### src/rtl/pc_sequencer.sv
// Fetch-stage program-counter sequencer: priority next-PC select plus a small
// circular return-address stack fed by predecode call/return hints.
module pc_sequencer #(
  parameter int unsigned     XLEN      = 32,
  parameter logic [XLEN-1:0] STEP      = XLEN'(4),
  parameter logic [XLEN-1:0] RESET_VEC = '0,
  parameter logic [XLEN-1:0] TRAP_VEC  = XLEN'(32'h0000_0100),
  parameter int unsigned     RAS_DEPTH = 4
) (
  input  logic                        clk,
  input  logic                        rst,
  input  logic                        trap,
  input  logic                        redirect_valid,
  input  logic [XLEN-1:0]             redirect_pc,
  input  logic                        hold,
  input  logic                        call_push,
  input  logic                        ret_pop,
  output logic [XLEN-1:0]             pc_out,
  output logic [XLEN-1:0]             pc_next,
  output logic [XLEN-1:0]             pc_prev,
  output logic [$clog2(RAS_DEPTH):0]  ras_count,
  output logic                        ras_underflow
);

  localparam int unsigned PTR_W = $clog2(RAS_DEPTH);
  localparam int unsigned CNT_W = PTR_W + 1;

  logic [XLEN-1:0]  pc_q, pc_d;
  logic [XLEN-1:0]  pc_prev_q, pc_prev_d;
  logic [PTR_W-1:0] ras_ptr_q, ras_ptr_d;
  logic [CNT_W-1:0] ras_count_q, ras_count_d;
  logic             ras_underflow_q, ras_underflow_d;
  logic [XLEN-1:0]  ras_mem_q [RAS_DEPTH];
  logic [XLEN-1:0]  ras_mem_d [RAS_DEPTH];

  logic [XLEN-1:0]  pc_seq;
  logic [XLEN-1:0]  ras_top;
  logic             ras_empty;
  logic             ras_en;
  logic             advance;

  // Next-PC priority select and RAS update
  always_comb begin
    pc_seq          = pc_q + STEP;
    ras_top         = ras_mem_q[ras_ptr_q];
    ras_empty       = (ras_count_q == '0);
    ras_en          = !trap && !redirect_valid && !hold;
    advance         = trap || redirect_valid || !hold;
    pc_d            = pc_seq;
    pc_prev_d       = advance ? pc_q : pc_prev_q;
    ras_ptr_d       = ras_ptr_q;
    ras_count_d     = ras_count_q;
    ras_underflow_d = 1'b0;
    ras_mem_d       = ras_mem_q;

    if (trap) begin
      pc_d = TRAP_VEC;
    end else if (redirect_valid) begin
      pc_d = redirect_pc;
    end else if (hold) begin
      pc_d = pc_q;
    end else if (ret_pop && !ras_empty) begin
      pc_d = ras_top;
    end

    if (ras_en) begin
      if (call_push && ret_pop) begin
        // Tail call: the return slot is reused in place
        ras_mem_d[ras_ptr_q] = pc_seq;
        if (ras_empty) begin
          ras_count_d = CNT_W'(1);
        end
      end else if (call_push) begin
        ras_ptr_d            = ras_ptr_q + PTR_W'(1);
        ras_mem_d[ras_ptr_d] = pc_seq;
        if (ras_count_q != CNT_W'(RAS_DEPTH)) begin
          ras_count_d = ras_count_q + CNT_W'(1);
        end
      end else if (ret_pop) begin
        if (ras_empty) begin
          ras_underflow_d = 1'b1;
        end else begin
          ras_ptr_d   = ras_ptr_q - PTR_W'(1);
          ras_count_d = ras_count_q - CNT_W'(1);
        end
      end
    end
  end

  always_ff @(posedge clk) begin
    if (!rst) begin
      pc_q            <= RESET_VEC;
      pc_prev_q       <= '0;
      ras_ptr_q       <= '0;
      ras_count_q     <= '0;
      ras_underflow_q <= 1'b0;
    end else begin
      pc_q            <= pc_d;
      pc_prev_q       <= pc_prev_d;
      ras_ptr_q       <= ras_ptr_d;
      ras_count_q     <= ras_count_d;
      ras_underflow_q <= ras_underflow_d;
    end
  end

  // Entry contents need no reset; the count gates every read
  always_ff @(posedge clk) begin
    ras_mem_q <= ras_mem_d;
  end

  assign pc_out        = pc_q;
  assign pc_next       = rst ? pc_d : RESET_VEC;
  assign pc_prev       = pc_prev_q;
  assign ras_count     = ras_count_q;
  assign ras_underflow = ras_underflow_q;

endmodule

### config.mk
export PLATFORM = sky130hd
export DESIGN_NAME = pc_sequencer
export DESIGN_NICKNAME = d
export VERILOG_FILES = /design/src/rtl/pc_sequencer.sv
export SDC_FILE = /design/constraint.sdc
export NUM_CORES = 1
export LEC_CHECK = 0
export ABC_AREA = 1
export CORE_UTILIZATION = 40
export DETAILED_ROUTE_END_ITERATION = 8
export PLACE_DENSITY = 0.73
export SYNTH_ARGS = -nofsm -noshare
export SYNTH_HDL_FRONTEND = slang
export SYNTH_SLANG_ARGS = --single-unit
export TNS_END_PERCENT = 20
### constraint.sdc
create_clock -name clk -period 3.8 [get_ports clk]
set_input_delay 0.76 -clock clk [delete_from_list [all_inputs] [get_ports clk]]
set_output_delay 0.76 -clock clk [all_outputs]
set_load 0.02 [all_outputs]
# After elaboration in Yosys (flattened, before gate mapping)
# Index checks and enable logic that the tools add are counted.
# totals
regBits,198
inputBits,39
wordCells,75
# classes
add_sub_neg,5
order_cmp,4
n_eq_ne,5
mux,26
bitwise_logic,6
reduce_logical,20
# op_table
operator,n
$mux 32,9
$bwmux 128,2
$mux 128,2
$demux 32 s2,2
$bmux 32 s2,1
$add 32x3->32 const B,1
$mux 3,6
$ge 3x3->1 const B,2
$logic_and 1x1->1,6
$lt 3x1->1 const B,2
$mux 2,3
$not 2->3,2
$reduce_and 5->1,1
$reduce_or 5->1,1
$logic_not 1->1,4
$ne 2x2->1 const B,2
$not 1->1,4
$reduce_and 4->1,1
$reduce_bool 2->1,2
$add 3x1->3 const B,1
$logic_not 3->1,1
$ne 3x1->1 const B,1
$ne 3x2->1 const B,1
$ne 3x3->1 const B,1
7 further kinds,8

# Depth between registers and ports, before layout
# logic_depth
ltp_word,9
mapped_depth,11
mapped_depth_nobuf,11

# Least setup slack after synthesis
# OpenSTA, ideal clock, no wires.
# synth_path
path_kind,register -> register
from,"register, netlist name ras_ptr_q[1]"
to,register ras_mem_q[32] (netlist name) (enable)
setup_time_ps,421
arrival_time_ps,2846
setup_slack_ps,533
stages_incl_launch_ff,10
path_buffers,3
synth_period_minus_slack_ps,3267
cell_sequence,dfxtp_1 buf_2 inv_1 clkbuf_1 ha_1 inv_1 nand2_1 o21ai_1 buf_2 nor2_1
# synth_rtl
element,line_no,rtl
"end signal, assigned",108,ras_mem_q <= ras_mem_d;
"end, declared",33,logic [XLEN-1:0] ras_mem_q [RAS_DEPTH];

# Worst setup path after layout
# layout_path
from,register pc_q[2] (netlist: pc_out[2])
to,output pc_next[20]
# layout_between
elab_chain_cells,6
# layout_rtl
element,line_no,rtl
"start, declared",28,"logic [XLEN-1:0] pc_q, pc_d;"
"start signal, assigned",98,pc_q <= pc_d;
$add 32x3->32,44,pc_seq = pc_q + STEP;
$mux 32,62,end else if (ret_pop && !ras_empty) begin
$mux 32,60,end else if (hold) begin
$mux 32,58,end else if (redirect_valid) begin
$mux 32,56,if (trap) begin
$mux 32,--,
"end, declared",19,"output logic [XLEN-1:0] pc_next,"
# No other way between the ends.

==> results.md <==
- The final total negative setup slack is 0 ns.
- From synthesis to final layout, the design area changed by 26.1%.
- The synthesized cell area is 9580 um2.
- For this run, the share of the core covered by cells in the final layout is 0.515.
- The maximum fanout along the worst path is 7.
- After synthesis, the cell types taking the most area are edfxtp_1 (40%), dfxtp_1 (15%), nor2_1 (12%), o21ai_0 (6.4%), nand2_1 (5.8%).
- Of all flip-flops after synthesis, the portion carrying an async set or reset was 0.
- CTS built an H-tree with a depth of 4.
- Max-cap violations in this run came to 0.
- The number of global-route vias before repair is 7953.
- Routability-driven placement finished with a final weighted congestion of 0.984.
- Summed over all nets, the half-perimeter wirelength after detailed placement is around 20 mm.
- For the final database, setup skew stands at 0.0117 ns.
- Once layout is done, the placed cells without fillers occupy 12100 um2.
- Data arrives at the worst endpoint at between 2 and 3 ns.
- The floorplan step set the die width to 157 um.
- The distinct cell type count after synthesis is between 40 and 50.
- The share of synthesized area in the top cell type comes to 0.401.
- For the pin with the worst max-slew slack, the measured transition is 0.564 ns.
- Setup repair after global routing left no endpoint under its margin.
- The number of failing hold endpoints at the final stage was 0.
- In this run, post-CTS hold repair placed 0 buffers.
- The maximum resistive drop on vdd is 292 uV.
- The total wire length is 29.8 mm.
- The static power due to leakage is between 4 and 5 nW.
- The final max-slew violation count came to 0.
- Buffers placed on the I/O ports in this run total 138.
- The fmax is around 270 MHz.
- The worst setup path is captured at an output pin.
- The cell type with the highest aggregate area in the netlist is edfxtp_1.
- Subtracting the final worst setup slack from the clock period gives 3.70 ns.
- 0 antenna diodes ended up in the layout.
- The number of nets in the synthesized netlist is 1155.
- Summed over all layers, the global routing overflow is 0.
- The first global-routing pass estimated around 45 mm of wire.
- The number of buffers added for setup after CTS is 0.
- The number of core rows is 56.
- The full die area is between 20000 and 25000 um2.
- The reg-to-reg setup timing slack is 1.39 ns.
- The type of origin of the critical path is a register.
- The number of gates resized after CTS is 0.
- Data on the critical path is required at its endpoint by 3.04 ns.
- The initial utilization of the core area, before any placement, comes to 0.408.
- The largest single stage delay on the critical path is 0.68 ns.
- The gate count of the mapped netlist is 1107.
- The Yosys step of the flow raised 0 warnings.
- The total routing usage reported by global routing is 0.247.
- Clock-pin slew was measured on the worst setup and hold paths at 0.07 ns.
- The average wire per cell in the routed design is 18.9 um.
- The flow ran to the end, and the final reports show no timing, DRC or antenna violations.
- The root cell of the clock tree is clkbuf_16.
- The tightest min-delay check is of the reg2reg type.
- The total DRC errors in the routed layout is 0.
- At the later pin of the worst-skew pair, clock insertion delay measures 0.44 ns.
- The commonest register cell after synthesis is edfxtp_1.
- The initial antenna violation count came to 0.
- The die is 157 um tall.
- The critical path class is reg2out.
- Entering global routing, the biggest net connects 50 pins.
- Traced cell by cell, the critical path runs through ha_1 -> nand2_1 -> nor2_2 -> nand2_4 -> nor2_2 -> nand3_1 -> nand3_1 -> nand2_1 -> a21oi_1 -> clkdlybuf4s50_1.
- The count of nets left with antenna violations once routing finished came out at 0.
- After the last flow step, the layout net total stands at around 1300.
- After synthesis, the mean cell area works out to 8.65 um2.
- In the finished design, the share of the clock period the worst path needs comes to 0.973.
- After detailed placement, the total cell area comes to 11500 um2.
- Counting the buffers created by CTS gives 17.
- The worst-path cell with the longest stage delay is clkdlybuf4s50_1.
- Setup violations remaining at the end of the flow were counted as 0.
- The tree built by TritonCTS fans out to 198 sinks.
- The largest buffer count on any clock path is 2.
- The detail-routed via count per cell is between 5 and 6.
- The TritonCTS clock tree is done.
- The part of the Yosys area used for sequential elements is 0.548.
- In the final layout, the share of cells above drive strength 1 is 0.119.
- Synthesis inferred between 150 and 200 register bits.
- The number of primary I/O pins is 139.
- After floorplanning, the core was sized to cover 23500 um2.
- The normalized max-slew margin is 0.624.
- Dividing total power by cell area gives a power density of slightly below 400 nW/um2.
- The number of synthesized flops with an enable pin is 128.
- The first TritonRoute pass finished after 6 iterations.
- The detailed router finished its first iteration with 1230 violations.
- The via count of the routed design is 8545.
[flip-flops by register name, summed over array words and instances (netlist names)]
| signal | flops |
|---|---|
| ras_mem_q | 128 |
| ras_ptr_q | 2 |
| ras_underflow | 1 |
| pc_out | 32 |
| ras_count | 3 |
| pc_prev | 32 |
[path summary, 6_finish.rpt]
check	to	start	depth (start not counted)
hold / removal	ras_count[1]$_SDFFE_PN0P_	ras_count[1]$_SDFFE_PN0P_	2
setup / recovery	pc_next[20]	pc_out[2]$_DFF_P_	10
setup reg to reg	ras_mem_q[60]$_DFFE_PP_	ras_ptr_q[0]$_SDFFE_PN0P_	8
hold reg to reg	ras_count[1]$_SDFFE_PN0P_	ras_count[1]$_SDFFE_PN0P_	2
[synthesized netlist by cell type, types with 2 or more instances]
cell type	number
nor2_1	304
nand2_1	149
edfxtp_1	128
o21ai_0	123
dfxtp_1	70
a21oi_1	55
inv_1	36
nand3_1	34
buf_2	28
clkbuf_1	25
a31oi_1	19
nand2_2	17
and2_1	14
nor2_4	10
inv_2	9
ha_1	8
nand3b_1	8
nor2_2	8
o211ai_1	7
o21ai_1	7
xor2_1	6
a22oi_1	5
xnor2_1	4
a21oi_2	3
and2_4	3
buf_1	3
nand2_4	3
buf_4	2
clkbuf_8	2
mux2i_1	2
nor3_1	2
xnor2_2	2
[cells by family after synthesis]
| logic type | synth area share |
|---|---|
| and+or+nand+nor | 0.250 |
| buffers and inverters | 0.0513 |
| DFF | 0.548 |
| AOI/OAI and AO/OA | 0.123 |
| adders and majority gates | 0.0125 |
| xor gates and xnor gates | 0.0125 |
| muxes | 0.00209 |
[cell usage in the layout, fill, tap and decap left out, types with 8 or more instances in the layout]
| master | n |
|---|---|
| nor2_1 | 297 |
| nand2_1 | 149 |
| clkdlybuf4s50_1 | 137 |
| edfxtp_1 | 128 |
| o21ai_0 | 123 |
| dfxtp_1 | 68 |
| a21oi_1 | 55 |
| buf_4 | 41 |
| inv_1 | 36 |
| nand3_1 | 34 |
| a31oi_1 | 19 |
| clkbuf_16 | 18 |
| nand2_2 | 17 |
| nor2_2 | 15 |
| and2_1 | 14 |
| nor2_4 | 10 |
| inv_2 | 8 |
| nand3b_1 | 8 |
| ha_1 | 8 |
[power breakdown]
group / switching (mW) / internal [mW] / leakage (nW)
combinational: 0.379 / 0.244 / 2.37
clock: 0.827 / 0.884 / 0.272
sequential: 0.0504 / 2.33 / 1.63
[worst max-delay path, delay by kind of cell (launching register included)]
| family | cells | cell delay, ns |
|---|---|---|
| compound gates | 1 | 0.29 |
| fa+ha+maj | 1 | 0.28 |
| buf+inv | 1 | 0.68 |
| simple gates | 7 | 0.92 |
| flops | 1 | 0.34 |
[per-stage QoR]
stage	power, mW	std cells	hold WS (ns)	setup WS, ns
floorplan	2.74	1107	0.565	0.533
global route	4.85	1581	0.557	0.0158
finish	4.71	1581	0.513	0.102
global placement	3.02	1549	0.496	0.0762
detailed placement	3.03	1549	0.500	0.0483
CTS	4.70	1581	0.514	0.0347
[per-layer routing]
metal / up-vias / routed length (um) / part of all wire / track usage
met4: 0 / 754 / 0.025 / 0.0864
li1: 3968 / - / - / -
met5: - / 0 / 0 / 0
met1: 3983 / 12800 / 0.43 / 0.350
met2: 530 / 13100 / 0.44 / 0.376
met3: 64 / 3110 / 0.10 / 0.0474
[area by class of cell]
| type | count | area (um2) |
|---|---|---|
| multi-input combinational | 801 | 3880 |
| clock inverter | 13 | 95.1 |
| clock buffer | 19 | 454 |
| fill | 2153 | 11400 |
| timing repair buffer | 186 | 1830 |
| tap | 319 | 399 |
| inverter | 45 | 171 |
| sequential | 198 | 5250 |
No activity file was read; power rests on OpenSTA's default activity.
==> edit: new RTL, config.mk and constraints unchanged <==
Register the inputs `trap`, `redirect_valid`, `redirect_pc`, `hold`, `call_push` and `ret_pop` before use, without a reset. The logic sees them one clock later.
--- a/src/rtl/pc_sequencer.sv
+++ b/src/rtl/pc_sequencer.sv
@@ -25,6 +25,22 @@
   localparam int unsigned PTR_W = $clog2(RAS_DEPTH);
   localparam int unsigned CNT_W = PTR_W + 1;
 
+  logic trap_q;
+  logic redirect_valid_q;
+  logic [XLEN-1:0] redirect_pc_q;
+  logic hold_q;
+  logic call_push_q;
+  logic ret_pop_q;
+
+  always_ff @(posedge clk) begin
+    trap_q           <= trap;
+    redirect_valid_q <= redirect_valid;
+    redirect_pc_q    <= redirect_pc;
+    hold_q           <= hold;
+    call_push_q      <= call_push;
+    ret_pop_q        <= ret_pop;
+  end
+
   logic [XLEN-1:0]  pc_q, pc_d;
   logic [XLEN-1:0]  pc_prev_q, pc_prev_d;
   logic [PTR_W-1:0] ras_ptr_q, ras_ptr_d;
@@ -44,8 +60,8 @@
     pc_seq          = pc_q + STEP;
     ras_top         = ras_mem_q[ras_ptr_q];
     ras_empty       = (ras_count_q == '0);
-    ras_en          = !trap && !redirect_valid && !hold;
-    advance         = trap || redirect_valid || !hold;
+    ras_en          = !trap_q && !redirect_valid_q && !hold_q;
+    advance         = trap_q || redirect_valid_q || !hold_q;
     pc_d            = pc_seq;
     pc_prev_d       = advance ? pc_q : pc_prev_q;
     ras_ptr_d       = ras_ptr_q;
@@ -53,30 +69,30 @@
     ras_underflow_d = 1'b0;
     ras_mem_d       = ras_mem_q;
 
-    if (trap) begin
+    if (trap_q) begin
       pc_d = TRAP_VEC;
-    end else if (redirect_valid) begin
-      pc_d = redirect_pc;
-    end else if (hold) begin
+    end else if (redirect_valid_q) begin
+      pc_d = redirect_pc_q;
+    end else if (hold_q) begin
       pc_d = pc_q;
-    end else if (ret_pop && !ras_empty) begin
+    end else if (ret_pop_q && !ras_empty) begin
       pc_d = ras_top;
     end
 
     if (ras_en) begin
-      if (call_push && ret_pop) begin
+      if (call_push_q && ret_pop_q) begin
         // Tail call: the return slot is reused in place
         ras_mem_d[ras_ptr_q] = pc_seq;
         if (ras_empty) begin
           ras_count_d = CNT_W'(1);
         end
-      end else if (call_push) begin
+      end else if (call_push_q) begin
         ras_ptr_d            = ras_ptr_q + PTR_W'(1);
         ras_mem_d[ras_ptr_d] = pc_seq;
         if (ras_count_q != CNT_W'(RAS_DEPTH)) begin
           ras_count_d = ras_count_q + CNT_W'(1);
         end
-      end else if (ret_pop) begin
+      end else if (ret_pop_q) begin
         if (ras_empty) begin
           ras_underflow_d = 1'b1;
         end else begin
Formal check against the unedited RTL: not equivalent (a bounded check fails within 4 cycles, from zero or initial values and one cycle with rst low).
==> edit against the unedited design <==
Synthesized area increased by 7.4%; power up 20%; final area up 6.3%; global-route usage fell by 2.5 points; routed wire length fell by 1.2%; worst setup slack got worse by 10 ps; final cell count is 2.6% higher; sequential cell count increased by 37.
==> edit: results (changes against the unedited design) <==
layout cells sized above 1=9.29% (was 11.9%); H-tree levels=1 (was 4); GRT met1 Usage=31.6% (was 35.0%); skew final=9.72 ps (was 11.7 ps); met2 GRT Util=34.8% (was 37.6%); worst reg2reg setup slack=1470 ps (was 1390 ps); met3 Use GR=3.52% (was 4.74%); Final #Nets=1324 (was 1297); cell count of the worst reg-to-reg path=7 (was 8); n_diodes=0 (unchanged); WHS Endpoint=pc_prev[18]$_SDFFE_PN0P_ (was ras_count[1]$_SDFFE_PN0P_); Worst IR Drop VDD=0.365 mV (was 0.292 mV); worst slew pin tran=911 ps (was 564 ps); largest net degree at the start of global routing=69 (was 50); Post-Place Worst Slack=314 ps (was 48.3 ps); met3 WL=2.58 mm (was 3.11 mm); status=finished, final reports clean (unchanged); Gate power share=10.9% (was 13.2%); Critical Path Source=pc_out[21]$_DFF_P_ (was pc_out[2]$_DFF_P_); insertion delay to the later sink of the worst-skew pair=510 ps (was 440 ps); crit-path max FO=6 (was 7); Synth cell types=40 (was 43); CTS buffer count=23 (was 17); Tot GR Track Use=22.2% (was 24.7%); Avg Cell Area, Syn=8.92 µm² (was 8.65 µm²); final setup fails=0 (unchanged); vias in the first global route=8097 (was 7953); dpl cell area=12000 µm² (was 11500 µm²); Crit Reg-Reg Startpoint=hold_q$_DFF_P_ (was ras_ptr_q[0]$_SDFFE_PN0P_); HP Start=pc_out[18]$_DFF_P_ (was ras_count[1]$_SDFFE_PN0P_); top cells by area, synth=edfxtp_1, dfxtp_1, nor2_1 (unchanged); post-synthesis sequential area ratio=58.2% (was 54.8%); CP Data Arrival Time=2950 ps (was 2940 ps); first-pass GRT wire length=45.3 mm (was 45.5 mm); wire length on met1=12.7 mm (was 12.8 mm); Max clock buf depth=3 (was 2); 1st-iter DRT viols=878 (was 1230); vias per cell=5.22 (was 5.40); Fill cells=2257 (was 2153); Leakage=4.97 nW (was 4.28 nW); max reg flops=128 (unchanged); commonest cells in the netlist=nor2_1, nand2_1, edfxtp_1, o21ai_0, dfxtp_1 (unchanged); switching power=1.39 mW (was 1.26 mW); fin cells=1622 (was 1581); Flop+latch power=2.79 mW (was 2.38 mW); routability cong.=0.892 (was 0.984); sequential power share=49.5% (was 50.5%); Detailed Place HPWL=19.8 mm (was 20.4 mm); drt first pass iters=5 (was 6); Tmin final=3710 ps (was 3700 ps); per-cell routed wire length=18.2 µm (was 18.9 µm); metal2 WL=13.6 mm (was 13.1 mm); syn nets=1200 (was 1155); hold slack=486 ps (was 513 ps); R2R Path End=ras_mem_q[30]$_DFFE_PP_ (was ras_mem_q[60]$_DFFE_PP_)
==> edit: kinds of logic after synthesis <==
family	share of synthesized area (%)
AOI/OAI and AO/OA	11.6
xor gates and xnor gates	1.52
adders and majority gates	1.17
buffers and inverters	4.84
DFF	58.2
muxes	0.195
and+or+nand+nor	22.4
==> edit: final cells by class <==
cell class / instances / area (µm²) / area share (%)
Inverter: 57 / 214 / 1.67
Tap cell: 330 / 413 / 3.22
Timing Repair Buffer: 161 / 1620 / 12.6
Clock inverter: 12 / 81.3 / 0.634
Multi-Input combinational cell: 798 / 3860 / 30.1
Sequential cell: 235 / 5990 / 46.7
Clock buffer: 29 / 659 / 5.14
==> edit: repair_timing <==
action                     4_1_cts  5_1_grt
setup endpoints to repair        1       20
setup buffers                    0        0
gates resized for setup          1       16
==> edit: critical path, stage by stage, from the launching register on <==
cell and delay (ps):
dfxtp_1 580, nand2_1 130, nor2_1 240, nand2_1 100
nor2_1 260, nand3_2 120, nand3_1 100, nand2_1 100
a21oi_1 170, clkdlybuf4s50_1 640
